File: config.mk
export PLATFORM = sky130hd
export DESIGN_NAME = sysid_read_master
export DESIGN_NICKNAME = d
export VERILOG_FILES = /design/src/rtl/sysid_pkg.sv /design/src/rtl/avm_read_port.sv /design/src/rtl/sysid_read_master.sv
export SDC_FILE = /design/constraint.sdc
export NUM_CORES = 1
export LEC_CHECK = 0
export CAP_MARGIN = 20
export CORE_MARGIN = 5
export CORE_UTILIZATION = 50
export CTS_BUF_LIST = sky130_fd_sc_hd__clkbuf_16
export DETAILED_ROUTE_END_ITERATION = 8
export PLACE_DENSITY = 0.83
export SLEW_MARGIN = 5
export SYNTH_ARGS = -nofsm -noshare
export SYNTH_HDL_FRONTEND = slang
export SYNTH_SLANG_ARGS = --single-unit
File: constraint.sdc
create_clock -name clock -period 4.1 [get_ports clock]
set_input_delay 0.82 -clock clock [delete_from_list [all_inputs] [get_ports clock]]
set_output_delay 0.82 -clock clock [all_outputs]
set_load 0.01 [all_outputs]
File: src/rtl/sysid_pkg.sv
// Shared definitions for the system-ID read master: FSM states, slave word
// addresses and the default build-time expected values.
package sysid_pkg;

  typedef enum logic [1:0] {
    IDLE   = 2'd0,
    RD_ID  = 2'd1,
    RD_TS  = 2'd2,
    FINISH = 2'd3
  } sysid_state_e;

  localparam logic SYSID_ADDR_ID = 1'b0;
  localparam logic SYSID_ADDR_TS = 1'b1;

  localparam logic [31:0] DEFAULT_EXPECTED_ID        = 32'd0;
  localparam logic [31:0] DEFAULT_EXPECTED_TIMESTAMP = 32'd1380147445;

endpackage

File: src/rtl/avm_read_port.sv
// Single Avalon-MM read handshake with a per-read stall timeout.
// A read is offered while req=1 and completes (ack) on the first cycle the
// slave drops waitrequest; req/addr must stay stable until ack or timeout.
module avm_read_port #(
  parameter int TIMEOUT_CYCLES = 255
) (
  input  logic        clock,
  input  logic        reset,
  input  logic        req,
  input  logic        addr,
  output logic        ack,
  output logic [31:0] data,
  output logic        timeout,
  output logic        avm_address,
  output logic        avm_read,
  input  logic [31:0] avm_readdata,
  input  logic        avm_waitrequest
);

  localparam logic [15:0] TIMEOUT_LIMIT = 16'(TIMEOUT_CYCLES);

  logic [15:0] wait_cnt;

  assign avm_read    = req;
  assign avm_address = addr;
  assign ack         = req && !avm_waitrequest;
  assign data        = avm_readdata;
  assign timeout     = req && avm_waitrequest && (wait_cnt == TIMEOUT_LIMIT);

  // Counts stalled cycles of the current read; saturates instead of wrapping.
  always_ff @(posedge clock) begin
    if (reset || !req || ack) begin
      wait_cnt <= 16'd0;
    end else if (avm_waitrequest && (wait_cnt != 16'hFFFF)) begin
      wait_cnt <= wait_cnt + 16'd1;
    end
  end

endmodule

File: src/rtl/sysid_read_master.sv
// Reads the sysid ID and timestamp words after a start pulse and flags any
// mismatch against the build-time expected values.
module sysid_read_master
  import sysid_pkg::*;
#(
  parameter logic [31:0] EXPECTED_ID        = DEFAULT_EXPECTED_ID,
  parameter logic [31:0] EXPECTED_TIMESTAMP = DEFAULT_EXPECTED_TIMESTAMP,
  parameter bit          CHECK_TIMESTAMP    = 1'b1,
  parameter int          TIMEOUT_CYCLES     = 255
) (
  input  logic        clock,
  input  logic        reset,
  input  logic        start,
  output logic        avm_address,
  output logic        avm_read,
  input  logic [31:0] avm_readdata,
  input  logic        avm_waitrequest,
  output logic        busy,
  output logic        done,
  output logic        pass,
  output logic        err_id,
  output logic        err_ts,
  output logic        err_timeout,
  output logic [31:0] id_value,
  output logic [31:0] ts_value,
  output logic [1:0]  state_dbg
);

  sysid_state_e state;
  logic         rd_req;
  logic         rd_addr;
  logic         rd_ack;
  logic         rd_timeout;
  logic [31:0]  rd_data;

  assign state_dbg = state;

  avm_read_port #(
    .TIMEOUT_CYCLES(TIMEOUT_CYCLES)
  ) u_port (
    .clock           (clock),
    .reset           (reset),
    .req             (rd_req),
    .addr            (rd_addr),
    .ack             (rd_ack),
    .data            (rd_data),
    .timeout         (rd_timeout),
    .avm_address     (avm_address),
    .avm_read        (avm_read),
    .avm_readdata    (avm_readdata),
    .avm_waitrequest (avm_waitrequest)
  );

  always_ff @(posedge clock) begin
    if (reset) begin
      state       <= IDLE;
      rd_req      <= 1'b0;
      rd_addr     <= SYSID_ADDR_ID;
      busy        <= 1'b0;
      done        <= 1'b0;
      pass        <= 1'b0;
      err_id      <= 1'b0;
      err_ts      <= 1'b0;
      err_timeout <= 1'b0;
      id_value    <= 32'd0;
      ts_value    <= 32'd0;
    end else begin
      case (state)
        IDLE: begin
          if (start) begin
            state       <= RD_ID;
            rd_req      <= 1'b1;
            rd_addr     <= SYSID_ADDR_ID;
            busy        <= 1'b1;
            done        <= 1'b0;
            pass        <= 1'b0;
            err_id      <= 1'b0;
            err_ts      <= 1'b0;
            err_timeout <= 1'b0;
            id_value    <= 32'd0;
            ts_value    <= 32'd0;
          end
        end
        RD_ID: begin
          if (rd_timeout) begin
            err_timeout <= 1'b1;
            rd_req      <= 1'b0;
            state       <= FINISH;
          end else if (rd_ack) begin
            // Keep read asserted and move straight to the timestamp word.
            id_value <= rd_data;
            err_id   <= (rd_data != EXPECTED_ID);
            rd_addr  <= SYSID_ADDR_TS;
            state    <= RD_TS;
          end
        end
        RD_TS: begin
          if (rd_timeout) begin
            err_timeout <= 1'b1;
            rd_req      <= 1'b0;
            state       <= FINISH;
          end else if (rd_ack) begin
            ts_value <= rd_data;
            err_ts   <= (rd_data != EXPECTED_TIMESTAMP);
            rd_req   <= 1'b0;
            rd_addr  <= SYSID_ADDR_ID;
            state    <= FINISH;
          end
        end
        FINISH: begin
          done  <= 1'b1;
          busy  <= 1'b0;
          pass  <= !err_timeout && !err_id && !(CHECK_TIMESTAMP && err_ts);
          state <= IDLE;
        end
        default: state <= IDLE;
      endcase
    end
  end

endmodule

# Word-level counts from Yosys, hierarchy flattened
# Cells that the tools add are included.
word_totals:
  latchBits: 0
  rom_bits: 0
  n_memories: 0
  wordCells: 88
  in_bits: 36
  ff_bits: 90
  mem_bits_rw: 0
classes:
  muxes: 32
  reduce_logical: 28
  div: 0
  n_lt_le_gt_ge: 0
  mul: 0
  addsub: 1
  n_eq_ne: 15
  bitwise: 0
  shifts: 0
op_table:
  columns: ["op", "count"]
  rows:
  - ["32-bit one-hot mux with 2 select lines", 2]
  - ["32-bit 2-to-1 mux", 3]
  - ["32-bit by 31-bit != test with 1-bit output, second input constant", 1]
  - ["32-bit nonzero test", 1]
  - ["16-bit by 1-bit adder with 16-bit output, second input constant", 1]
  - ["16-bit by 8-bit == test with 1-bit output, second input constant", 1]
  - ["16-bit != test, second input constant", 1]
  - ["1-bit 2-to-1 mux", 13]
  - ["1-bit one-hot mux with 2 select lines", 6]
  - ["4-bit AND reduction", 3]
  - ["2-bit 2-to-1 mux", 5]
  - ["2-bit != test, second input constant", 4]
  - ["2-bit one-hot mux with 4 select lines", 1]
  - ["2-bit nonzero test", 4]
  - ["1-bit logical AND", 6]
  - ["2-bit by 1-bit != test with 1-bit output, second input constant", 3]
  - ["3-bit by 2-bit != test with 1-bit output, second input constant", 2]
  - ["1-bit one-hot mux with 3 select lines", 2]
  - ["3-bit AND reduction", 2]
  - ["6-bit AND reduction", 1]
  - ["1-bit logical NOT", 5]
  - ["2-bit == test, second input constant", 2]
  - ["3-bit nonzero test", 1]
  - ["2-bit by 1-bit == test with 1-bit output, second input constant", 1]
  - ["other kinds (4)", 5]

# Longest topological paths before layout
logic_depth:
  depth_word: 5
  depth_mapped: 9

# By module
# Synthesis repeated with hierarchy kept, for this count alone.
unflattened:
  hier_cells: 477
  area_unflattened_um2: 4076.4
by_module_without_submodules:
  columns: ["module", "cells_per_inst", "instances", "area_each_um2"]
  rows:
  - ["sysid_read_master", 345, 1, 2941.6]
  - ["avm_read_port", 132, 1, 1134.8]

# Least setup slack after synthesis
# Ideal clock, no wire load.
synth_path:
  kind: "input to register"
  startpoint: "input avm_waitrequest"
  endpoint: "register rd_req"
  cell_stages: 5
  arrival_ns: 1.851
  slack_ns: 2.126
  path_buffers: 1
  required_ns: 3.977
  cell_sequence: "buf_2 -> nand2b_4 -> a2111oi_2 -> a31oi_1 -> mux2_1"
synth_via:
  elab_chain_cells: 4
  elab_cells_between_ends: 9
synth_lines:
  columns: ["item", "line_no", "text"]
  rows:
  - ["start, declared", "sysid_read_master.sv:17", "input logic avm_waitrequest,"]
  - ["1-bit logical AND or 1-bit logical NOT (tied branches)", "avm_read_port.sv:28, avm_read_port.sv:26", null]
  - ["1-bit logical AND, on equally long branches", "avm_read_port.sv:28, avm_read_port.sv:26", null]
  - ["3-bit by 2-bit != test with 1-bit output (no source line), or another cell as far along", null, null]
  - ["4-bit AND reduction (no source line) or 1-bit one-hot mux with 3 select lines (tied branches)", null, null]
  - ["end signal, assigned", "sysid_read_master.sv:57", "rd_req <= 1'b0;"]
  - ["end signal, assigned", "sysid_read_master.sv:72", "rd_req <= 1'b1;"]
  - ["end signal, assigned", "sysid_read_master.sv:87", "rd_req <= 1'b0;"]
  - ["end, declared", "sysid_read_master.sv:30", "logic rd_req;"]
# Parallel ways exist; a longest one is shown, timed or not.
# A chain may end at the register's enable or synchronous reset.

# Worst setup path after layout
layout_path:
  startpoint: "register state[0] (netlist: state_dbg[0])"
  endpoint: "register ts_value[22]"
layout_via:
  elab_chain_cells: 3
  elab_cells_between_ends: 8
layout_lines:
  columns: ["item", "line_no", "text"]
  rows:
  - ["start, declared", "sysid_read_master.sv:29", "sysid_state_e state;"]
  - ["start signal, assigned", "sysid_read_master.sv:56", "state <= IDLE;"]
  - ["start signal, assigned", "sysid_read_master.sv:71", "state <= RD_ID;"]
  - ["start signal, assigned", "sysid_read_master.sv:88", "state <= FINISH;"]
  - ["2-bit == test or 2-bit logical NOT (tied branches)", "sysid_read_master.sv:68", "case (state)"]
  - ["2-bit by 1-bit != test with 1-bit output (no source line), or another cell as far along", null, null]
  - ["4-bit AND reduction (no source line)", null, null]
  - ["end signal, assigned", "sysid_read_master.sv:103", "ts_value <= rd_data;"]
  - ["end, declared", "sysid_read_master.sv:25", "output logic [31:0] ts_value,"]
# Parallel ways exist; a longest one is shown, timed or not.

==> results_dict.tcl <==
set metrics [dict create \
    max_stage_delay_ns 0.75 \
    seq_area_um2 1800 \
    critPathArrivalTime_ns 2.70 \
    syn_to_final_growth_pct 34.9 \
    cts_tree "done" \
    io_buffers 109 \
    grt_pass1_vias 3447 \
    ctsResizeCount 0 \
    syn_area_um2 3850 \
    final_nets 558 \
    yosysSeqAreaShare_pct 46.8 \
    cp_num_cells 7 \
    grt_pass1_wl_um 17400 \
    setup_viol_count_final 0 \
    synth_most_common_cell "dfxtp_1" \
    r2r_end "ts_value[22]$_SDFFE_PP0P_" \
    cp_slowest_cell "ha_1" \
    timing.critical_path.buf_inv 2 \
    ioPinCount 110 \
    fillers 643 \
    dp_hpwl_um 7590 \
    cts_root_buf "clkbuf_16" \
    fin_skew_ns 0.00735 \
    p_leak_nw 1.78 \
    whs_path_depth 2 \
    clock-sinks 90 \
    max_freq_mhz 408 \
    synth.area.top_cells "dfxtp_1 47%, a22o_1 7.3%, a21oi_1 6.4%" \
    clk_latency_ns 0.34 \
    worstPathRequired_ns 4.35 \
    min_path_type "flop to flop" \
    die_h_um 97.7 \
    ys_async_sr_fraction_pct 0 \
    worstPathMaxFanout 33 \
    layout-drive-gt1-share_pct 6.13 \
    netlist.area_leader.share_pct 46.8 \
    initial_core_util_pct 50.6 \
    cts_buffer_depth 2 \
    ys.flop_type "dfxtp_1" \
    r2r_slack_ns 1.65 \
    run_status "finished, final reports clean" \
    routed_via_density 5.91 \
    holdPathEnd "ts_value[27]$_SDFFE_PP0P_" \
    post_cts_buffers 0 \
    rows 32 \
    max-cap-violations 0 \
    synth_top_cells_by_count "90 x dfxtp_1, 49 x a21oi_1, 49 x nand2_1" \
    r2r-start "state_dbg[0]$_SDFFE_PP0P_" \
    rsz0062_at_grt "no" \
    relSlewSlack_pct 37.8 \
    path_cells "inv_1 > ha_1 > nor2_1 > a211oi_4 > buf_4 > nand3_1 > a21oi_1" \
    period_share_pct 59.7 \
    cp_top_family "adder cells" \
    drt-initial-drc-count 265 \
    place.gp.congestion 0.885 \
    reg2reg_depth 7 \
    max-vdd-ir-drop_mv 0.287 \
    yosys_warnings 0 \
    critical_path.startpoint_type "flop" \
    power.internal_w 0.00166 \
    tns_ns 0 \
    coreArea_um2 7610 \
    multiInputGateArea_um2 1820 \
    wl_per_cell_um 17.4 \
    postSynthCellCount 424 \
    hold_slack_ns 0.452 \
    n_antenna_cell 0 \
    critPathKind "flop to flop" \
    via_count 3687 \
    drc 0 \
    critPathCaptureType "flop" \
    firstDrtPassIters 5 \
    preCtsSetupSlack_ns 1.39 \
    worst_pin_slew_ns 0.933 \
    die_area_um2 9550 \
    drv_slew 0 \
    wl_um 10800 \
    yosysUniqueCellTypes 45 \
    dieWidth_um 97.7 \
    cts_made_buffers 9 \
    holdBufCountCts 0 \
    p_sw_w 0.000938 \
    clkPwrFrac_pct 30.9 \
    yosys.area.top_type "dfxtp_1" \
    synth_fp_nets 465 \
    finalPower_w 0.00260 \
    seq_power_share_pct 37.8 \
    grt_overflow_total 0 \
    grt_usage_pct 22.2 \
    comb_power_share_pct 31.2 \
    grt_max_degree 52 \
    hold_violations 0 \
    avgSynthCellArea_um2 9.07 \
    ys_seq_elements 90 \
    timing.final.ws_setup_ns 1.65 \
    final_core_util_pct 68.2 \
    pwr_density_cell_nw_per_um2 501 \
    antenna_left 0 \
    antenna_found_initial 0 \
    synth_edf_count 0 \
    min_period_ns 2.45 \
    worstHoldStart "ts_value[27]$_SDFFE_PP0P_" \
    clkSlewWorstSetupHoldPaths_ns 0.07 \
    h-tree-depth 3 \
    netSwitchingFraction_pct 36.1 \
]
==> power by group through the flow <==
| stage | Sequential (W) | Combinational (W) | Clock, W |
|---|---|---|---|
| after floorplan | 0.00102 | 0.000547 | 0 |
| after global placement | 0.00100 | 0.000786 | 0 |
| after detailed placement | 0.00100 | 0.000802 | 0 |
| after CTS | 0.000983 | 0.000810 | 0.000817 |
| after global routing | 0.000991 | 0.000878 | 0.000862 |
| final | 0.000984 | 0.000813 | 0.000804 |
==> worst max-delay path by stage <==
stage | from | end | slack [ns]
after floorplan | avm_waitrequest | rd_req$_SDFFE_PP0P_ | 2.13
after global placement | avm_waitrequest | u_port.wait_cnt[7]$_SDFFE_PP0P_ | 1.48
after detailed placement | start | id_value[27]$_SDFFE_PP0P_ | 1.39
after CTS | state_dbg[0]$_SDFFE_PP0P_ | ts_value[22]$_SDFFE_PP0P_ | 1.69
after global routing | state_dbg[0]$_SDFFE_PP0P_ | ts_value[22]$_SDFFE_PP0P_ | 1.51
final | state_dbg[0]$_SDFFE_PP0P_ | ts_value[22]$_SDFFE_PP0P_ | 1.65
==> logic make-up (layout without fill, tap and decap cells) <==
kind of cell	after synthesis	after routing	synth area share, %
and+or+nand+nor	170	170	23.1
AOI/OAI and AO/OA	119	119	21.5
DFF	90	90	46.8
buffers and inverters	36	134	5.86
adders and majority gates	5	5	1.63
muxes	4	4	1.07
==> flip-flops by register name, summed over array words and instances, names as in the netlist <==
signal,cells
err_id,1
rd_addr,1
err_timeout,1
u_port.wait_cnt,16
done,1
err_ts,1
state_dbg,2
busy,1
id_value,32
rd_req,1
pass,1
ts_value,32
==> routing by layer <==
metal	part of all wire (%)	vias up	global-route usage (%)
met5	0	-	0
met2	47	171	37.1
met4	3.1	0	10.4
li1	-	1760	-
met3	6.7	24	3.66
met1	43	1732	28.1
==> metrics by stage <==
| stage | cells | instance area, µm² |
|---|---|---|
| final | 624 | 5190 |
| after CTS | 624 | 5190 |
| after detailed placement | 608 | 4890 |
| after floorplan | 424 | 3850 |
| after global placement | 608 | 4890 |
| after global routing | 624 | 5190 |
==> worst min-delay path, cell delays in order (launching register included) <==
cell	delay, ns
dfxtp_1	0.31
nand2_1	0.05
a21oi_1	0.05
==> layout by cell type (no fill, tap or decap), drive strengths merged, types with 7 or more instances in the layout <==
cell type      synthesis  layout
clkdlybuf4s50          0     108
dfxtp                 90      90
nand2                 49      49
a21oi                 49      49
nand3                 43      43
a22o                  32      32
nor2                  17      17
o21ai                 13      13
nand4                 12      12
clkbuf                10       9
nand2b                 8       8
nor3                   7       7
nor4                   7       7
inv                    4       7
==> layout make-up <==
cell class / count / area share [%]
clock buffers: 9 / 4.34
clock inverters: 7 / 1.37
inverters: 4 / 0.289
multi-input cells: 298 / 35.2
flip-flops and latches: 90 / 34.7
well taps: 102 / 2.46
repair buffers: 114 / 21.7
No activity file was read; power rests on OpenSTA's default activity.
